`config.mk`:
```
export PLATFORM = sky130hd
export DESIGN_NAME = data_mem_seq
export DESIGN_NICKNAME = d
export VERILOG_FILES = /design/src/rtl/data_mem_seq.sv
export SDC_FILE = /design/constraint.sdc
export NUM_CORES = 2
export LEC_CHECK = 0
export BUFFER_PORTS_ARGS = -buffer_cell sky130_fd_sc_hd__clkbuf_2
export CAP_MARGIN = 20
export CORE_UTILIZATION = 28
export DETAILED_ROUTE_END_ITERATION = 10
export PLACE_DENSITY = 0.42
export SLEW_MARGIN = 15
export SYNTH_ARGS = -nofsm -noshare
export SYNTH_HDL_FRONTEND = slang
export SYNTH_SLANG_ARGS = --single-unit
```
`constraint.sdc`:
```
create_clock -name clk -period 6.9 [get_ports clk]
set_input_delay 0 -clock clk [delete_from_list [all_inputs] [get_ports clk]]
set_output_delay 0 -clock clk [all_outputs]
set_load 0.02 [all_outputs]
```
`src/rtl/data_mem_seq.sv`:
```
// Byte-serial, big-endian data memory with a req/done handshake.
// One byte moves per clock; misaligned or illegal-size requests complete at once with err.
module data_mem_seq #(
    parameter int ADDR_W         = 8,
    parameter bit MISALIGN_CHECK = 1'b1
) (
    input  logic              clk,
    input  logic              reset,
    input  logic              req,
    input  logic              rw,
    input  logic [1:0]        size,
    input  logic              sgn,
    input  logic [ADDR_W-1:0] addr,
    input  logic [31:0]       din,
    output logic [31:0]       dout,
    output logic              busy,
    output logic              done,
    output logic              err
);

    typedef enum logic [1:0] {IDLE, XFER, DONE} state_t;

    // Index of the final byte of a transfer (N-1).
    function automatic logic [1:0] last_idx(input logic [1:0] sz);
        case (sz)
            2'b00:   return 2'd0;
            2'b01:   return 2'd1;
            default: return 2'd3;
        endcase
    endfunction

    function automatic logic [31:0] extend(input logic [31:0] v, input logic [1:0] sz, input logic s);
        case (sz)
            2'b00:   return s ? {{24{v[7]}}, v[7:0]} : {24'h0, v[7:0]};
            2'b01:   return s ? {{16{v[15]}}, v[15:0]} : {16'h0, v[15:0]};
            default: return v;
        endcase
    endfunction

    logic [7:0]        mem [2**ADDR_W];

    state_t            state_q, state_d;
    logic [1:0]        k_q, k_d;
    logic              rw_q, rw_d;
    logic [1:0]        size_q, size_d;
    logic              sgn_q, sgn_d;
    logic              err_q, err_d;
    logic [31:0]       dout_q, dout_d;
    logic [ADDR_W-1:0] addr_q, addr_d;
    logic [31:0]       din_q, din_d;
    logic [23:0]       asm_q, asm_d;

    logic [ADDR_W-1:0] mem_addr;
    logic [1:0]        wr_sel;
    logic [7:0]        rd_byte;
    logic [7:0]        wr_byte;
    logic              mem_we;
    logic              bad_req;

    always_comb begin
        state_d  = state_q;
        k_d      = k_q;
        rw_d     = rw_q;
        size_d   = size_q;
        sgn_d    = sgn_q;
        err_d    = err_q;
        dout_d   = dout_q;
        addr_d   = addr_q;
        din_d    = din_q;
        asm_d    = asm_q;
        mem_we   = 1'b0;
        mem_addr = addr_q + ADDR_W'(k_q);
        rd_byte  = mem[mem_addr];
        // Big-endian: byte k of the transfer is taken from the top of the N-byte field.
        wr_sel   = last_idx(size_q) - k_q;
        wr_byte  = din_q[{wr_sel, 3'b000} +: 8];
        bad_req  = (size == 2'b11) ||
                   (MISALIGN_CHECK && (((size == 2'b01) && addr[0]) ||
                                       ((size == 2'b10) && (addr[1:0] != 2'b00))));

        case (state_q)
            IDLE: begin
                if (req) begin
                    rw_d    = rw;
                    size_d  = size;
                    sgn_d   = sgn;
                    addr_d  = addr;
                    din_d   = din;
                    k_d     = 2'd0;
                    asm_d   = 24'h0;
                    err_d   = bad_req;
                    state_d = bad_req ? DONE : XFER;
                end
            end
            XFER: begin
                mem_we = rw_q;
                asm_d  = {asm_q[15:0], rd_byte};
                k_d    = k_q + 2'd1;
                if (k_q == last_idx(size_q)) begin
                    state_d = DONE;
                    if (!rw_q) begin
                        dout_d = extend({asm_q, rd_byte}, size_q, sgn_q);
                    end
                end
            end
            DONE:    state_d = IDLE;
            default: state_d = IDLE;
        endcase
    end

    always_ff @(posedge clk or posedge reset) begin
        if (reset) begin
            state_q <= IDLE;
            k_q     <= 2'd0;
            rw_q    <= 1'b0;
            size_q  <= 2'b00;
            sgn_q   <= 1'b0;
            err_q   <= 1'b0;
            dout_q  <= 32'h0;
        end else begin
            state_q <= state_d;
            k_q     <= k_d;
            rw_q    <= rw_d;
            size_q  <= size_d;
            sgn_q   <= sgn_d;
            err_q   <= err_d;
            dout_q  <= dout_d;
        end
    end

    // Request payload and assembly register carry no reset; they are loaded before use.
    always_ff @(posedge clk) begin
        addr_q <= addr_d;
        din_q  <= din_d;
        asm_q  <= asm_d;
    end

    always_ff @(posedge clk) begin
        if (mem_we && !reset) begin
            mem[mem_addr] <= wr_byte;
        end
    end

    assign dout = dout_q;
    assign busy = (state_q != IDLE);
    assign done = (state_q == DONE);
    assign err  = (state_q == DONE) && err_q;

endmodule

```
== Word-level counts from Yosys, hierarchy flattened ==
Memories as Yosys holds them, arrays and structs flattened.
Index checks and enable logic that the tools add are counted.

* Add/subtract/negate cells: 3
* Equal/unequal tests: 9
* Shift-type cells: 1
* Multiplexer cells: 16
* Bitwise operators: 1
* Reduce and logical (&&, ||, !) cells: 16

{| class="wikitable"
|+ Operators by type and width
! cell !! count
|-
| 2-to-1 mux 32 bit || 2
|-
| one-hot mux 32 bit (2 select lines) || 1
|-
| one-hot mux 24 bit (2 select lines) || 1
|-
| variable part select 32 x 6 -> 8 bit || 1
|-
| 2-to-1 mux 24 bit || 1
|-
| one-hot mux 2 bit (2 select lines) || 3
|-
| 2-to-1 mux 2 bit || 5
|-
| adder 8 x 2 -> 8 bit || 1
|-
| == test 2 x 1 -> 1 bit (second input constant) || 3
|-
| == test 2 bit (second input constant) || 3
|-
| AND reduction 2 bit || 3
|-
| nonzero test 2 bit || 3
|-
| logical AND 1 bit || 4
|-
| logical NOT 2 bit || 2
|-
| != test 2 bit (second input constant) || 2
|-
| 2-to-1 mux 1 bit || 3
|-
| AND reduction 3 bit || 1
|-
| adder 2 x 1 -> 2 bit (second input constant) || 1
|-
| == test 2 bit || 1
|-
| logical OR 1 bit || 2
|-
| subtractor 2 bit || 1
|-
| logical NOT 1 bit || 1
|-
| inverter 1 bit || 1
|}

* Flip-flop bits (word level): 105
* RAM bits: 2048
* Input bits: 47
* Word-level logic and storage cells: 57
* Memories kept: 1

{| class="wikitable"
|+ Memories
! name !! depth !! width !! read ports !! clocked after Yosys merged registers in !! write ports !! RTL line !! source
|-
| mem || 256 || 8 || 1 || 0 || 1 || 40 || <nowiki>logic [7:0] mem [2**ADDR_W];</nowiki>
|}

== Longest topological paths before layout ==
* Depth in word-level cells: 7
* Depth in mapped cells: 13
* Depth with buffers taken out: 9

== Least setup slack after synthesis ==
No wires, ideal clock.

* Path kind: reg-to-reg
* Start: register size_q[1]
* End: memory mem[0][0] (data pin)
* Library setup time: 0.551 ns
* Arrival time: 3.853 ns
* Path slack: 2.496 ns
* Stages on the path, launching flop included: 8
* Path buffers: 1
* Cells stage by stage: dfrtp_1 > clkbuf_1 > inv_1 > nand2_1 > inv_1 > ha_1 > xor2_1 > mux4_2

* Longest elaborated chain between the ends: 4

{| class="wikitable"
|+ RTL lines
! item !! RTL line !! source
|-
| start: declaration || 45 || <nowiki>logic [1:0] size_q, size_d;</nowiki>
|-
| start signal: assignment || 124 || <nowiki>size_q <= size_d;</nowiki>
|-
| == test 2 x 1 -> 1 bit or logical NOT 2 bit (tied branches) || 25 || <nowiki>case (sz)</nowiki>
|-
| one-hot mux 2 bit (2 select lines) (*) || 25 ||
|-
| subtractor 2 bit (*) || 75 || <nowiki>wr_sel = last_idx(size_q) - k_q;</nowiki>
|-
| variable part select 32 x 6 -> 8 bit (*) || 76 || <nowiki>wr_byte = din_q[{wr_sel, 3'b000} +: 8];</nowiki>
|-
| named net wr_byte[0] || 56 || <nowiki>logic [7:0] wr_byte;</nowiki>
|-
| end: declaration || 40 ||
|}

Mark *: on every way through the listed nets, which the timed path passes. The rest lies on a longest branch.

== Worst setup path in the final report ==
* Start: register k_q[0]
* End: register asm_q[3] (data pin)

* Longest elaborated chain between the ends: 3

{| class="wikitable"
|+ RTL lines
! item !! RTL line !! source
|-
| start: declaration || 43 || <nowiki>logic [1:0] k_q, k_d;</nowiki>
|-
| start signal: assignment || 122 || <nowiki>k_q <= k_d;</nowiki>
|-
| adder 8 x 2 -> 8 bit || 72 || <nowiki>mem_addr = addr_q + ADDR_W'(k_q);</nowiki>
|-
| memory (256 x 8 bit) || -- ||
|-
| one-hot mux 24 bit (2 select lines) || 81 || <nowiki>case (state_q)</nowiki>
|-
| end signal: assignment || 135 || <nowiki>asm_q <= asm_d;</nowiki>
|-
| end: declaration || 51 || <nowiki>logic [23:0] asm_q, asm_d;</nowiki>
|}

No other way between the ends.
A chain may end at the register's enable or synchronous reset.

==> results_dict.tcl <==
set metrics [dict create \
    post-dp-hpwl_um 155000 \
    syn_to_final_growth_pct 17.0 \
    initial_core_util_pct 28.1 \
    whs_path_depth 5 \
    overflow 0 \
    yosysTopAreaCell "edfxtp_1" \
    synth_top_cell_area_share_pct 74.5 \
    ant_nets 0 \
    drive_gt1_share_pct 25.2 \
    synth_most_common_cell "edfxtp_1" \
    grt_util_all_layers_pct 16.8 \
    first_pass_iters 5 \
    max_cap_violations 0 \
    dpl_cell_area_mm2 0.0912 \
    clock_skew_ns 0.0824 \
    antenna_found_initial 12 \
    die_x_um 553 \
    rsz0062_at_grt "false" \
    final_nets 4530 \
    yosysWarningCount 0 \
    holdPathEnd "state_q[0]" \
    core_area_mm2 0.303 \
    setup_viol 0 \
    final_max_slew_viol_count 0 \
    wl_per_cell_um 30.1 \
    gp_congestion 0.777 \
    worst_slew_pin_slew_ns 1.28 \
    numCtsBuffers 237 \
    clkSinkCount 2153 \
    period_share_pct 88.0 \
    grt_pass1_wl_um 366000 \
    status "finished clean" \
    rows 202 \
    end_kind "flip-flop" \
    synthesis.area_mm2 0.0851 \
    r2r_start "k_q[0]" \
    root_buffer "clkbuf_16" \
    r2r_slack_ns 0.83 \
    syn_nets 4212 \
    synth_edf_count 2112 \
    stdcell_area_mm2 0.0996 \
    syn-instance-count 4160 \
    path_class "flip-flop to flip-flop" \
    relSlewSlack_pct 13.3 \
    cts.reportedPaths.clkPinSlew_ns 0.06 \
    synth_seq_cells 2153 \
    vdd_drop_max_v 0.000594 \
    timing.rr.end "asm_q[3]" \
    port_buffers 81 \
    drc 0 \
    worst_setup_path_start_kind "flip-flop" \
    leakage_uw 0.0304 \
    synth-async-reset-ratio_pct 1.90 \
    finalSetupTns_ns 0 \
    ys_seq_area_share_pct 75.7 \
    wirelength_um 260000 \
    grt_max_degree 169 \
    vias 43300 \
    hold_class "input pin to flip-flop" \
    arrival_ns 6.68 \
    boundaryPins 82 \
    vias_per_cell 5.01 \
    min_from "size[1]" \
    die_h_um 553 \
    reg2regPathDepth 9 \
    avgSynthCellArea_um2 20.5 \
    synth_cell_types 57 \
    min_period_ns 6.07 \
    die_area_mm2 0.306 \
    power_uw 50800 \
    max_freq_ghz 0.165 \
    yosys-top-cells-count "edfxtp_1, mux4_2, a21boi_0, nor2_1, clkbuf_1" \
    clk-insertion-delay-late_ns 0.92 \
    synth_area_leaders "edfxtp_1, mux4_2, a21boi_0, nor2_1, dfrtp_1" \
    grt_pass1_vias 44800 \
    max-clock-path-buffers 4 \
    cellPowerDensity_mw_per_mm2 511 \
    fillers 28700 \
    ys.flop_type "edfxtp_1" \
    cp.required_ns 7.51 \
    cts_tree "built" \
    drt-initial-drc-count 4158 \
    finalHoldViolations 0 \
    cp_max_fo 38 \
    cts-htree-levels 4 \
]
## timing repair
item | 4_1_cts | 5_1_grt
gates resized for setup | 0 | 0
setup buffers | 0 | 0
endpoints found under the hold margin | 114 | 0
hold buffers | 95 | 0
## cells by family after synthesis
logic type	count (synthesis)	synth area share (%)
flops	2153	75.7
mux	525	13.9
simple gates	450	2.27
buf+inv	289	1.67
xor+xnor	6	0.0706
compound gates	732	6.29
fa+ha+maj	5	0.0823
## power breakdown
part / total (uW) / internal (uW) / switching [uW] / leakage, uW
clock: 12500 / 7230 / 5230 / 0.00367
sequential: 20100 / 19800 / 227 / 0.0195
combinational: 18300 / 5790 / 12500 / 0.00722
## worst max path at each step
stage | endpoint | slack [ns] | cells past startpoint | start
finish | asm_q[3] | 0.83 | 9 | k_q[0]
global placement | asm_q[2] | 0.99 | 10 | k_q[0]
CTS | asm_q[3] | 1.07 | 9 | k_q[0]
global route | asm_q[3] | 0.82 | 9 | k_q[0]
floorplan | mem[0][0] | 2.50 | 7 | size_q[1]
detailed placement | asm_q[3] | 1.13 | 9 | k_q[0]
## critical path, stage by stage, from the launching register on
cell      delay [ns]
dfrtp_1         0.47
ha_4            0.22
fa_4            1.28
buf_4           0.65
mux4_2          0.41
a21boi_0        0.18
o41ai_1         1.10
nand4_1         0.81
o22ai_1         0.45
nor4_1          0.10
## placed cells by master (no fill, tap or decap), drive strengths merged, types with 41 or more instances in the layout
| cell type | synthesis | final |
|---|---|---|
| a21oi | 124 | 124 |
| dlygate4sd3 | 0 | 95 |
| clkinv | 0 | 92 |
| a21boi | 411 | 411 |
| nand2 | 55 | 55 |
| clkbuf | 160 | 382 |
| mux4 | 520 | 520 |
| buf | 122 | 185 |
| nor2 | 298 | 298 |
| dfrtp | 41 | 41 |
| o41ai | 95 | 95 |
| edfxtp | 2112 | 2112 |
## through the flow
| stage | std cells | util [%] | worst slack (ns) | hold slack [ns] |
|---|---|---|---|---|
| finish | 8643 | 32.9 | 0.830 | 0.113 |
| floorplan | 4160 | - | 2.50 | 0.0989 |
| global route | 8641 | 32.9 | 0.818 | 0.107 |
| detailed placement | 8122 | 30.1 | 1.13 | 0.176 |
| CTS | 8640 | 32.9 | 1.07 | 0.0327 |
| global placement | 8116 | 30.1 | 0.993 | 0.167 |
## state kept, by name, summed over array words and instances, names as in the netlist
| signal | flops |
|---|---|
| sgn_q | 1 |
| err_q | 1 |
| size_q | 2 |
| rw_q | 1 |
| state_q | 2 |
| mem | 2048 |
| din_q | 32 |
| addr_q | 8 |
| dout | 32 |
| k_q | 2 |
| asm_q | 24 |
## per-layer routing
layer | share of wire, % | up-vias | GRT usage (%)
met5 | 0 | - | 0
met1 | 46 | 23800 | 23.8
met3 | 5.0 | 298 | 2.74
met4 | 2.2 | 0 | 3.77
li1 | - | 18000 | -
met2 | 47 | 1159 | 26.8
## area by class of cell
type / instances / area, um2 / area share (%)
Sequential cell: 2153 / 64400 / 64.7
Clock inverter: 122 / 1190 / 1.20
Clock buffer: 301 / 6270 / 6.30
Tap cell: 3978 / 4980 / 5.00
Antenna cell: 3 / 7.51 / 0.00754
Timing Repair Buffer: 361 / 3190 / 3.20
Multi-Input combinational cell: 1718 / 19500 / 19.6
Inverter: 7 / 26.3 / 0.0264
Power figures use the tool's default switching activity.
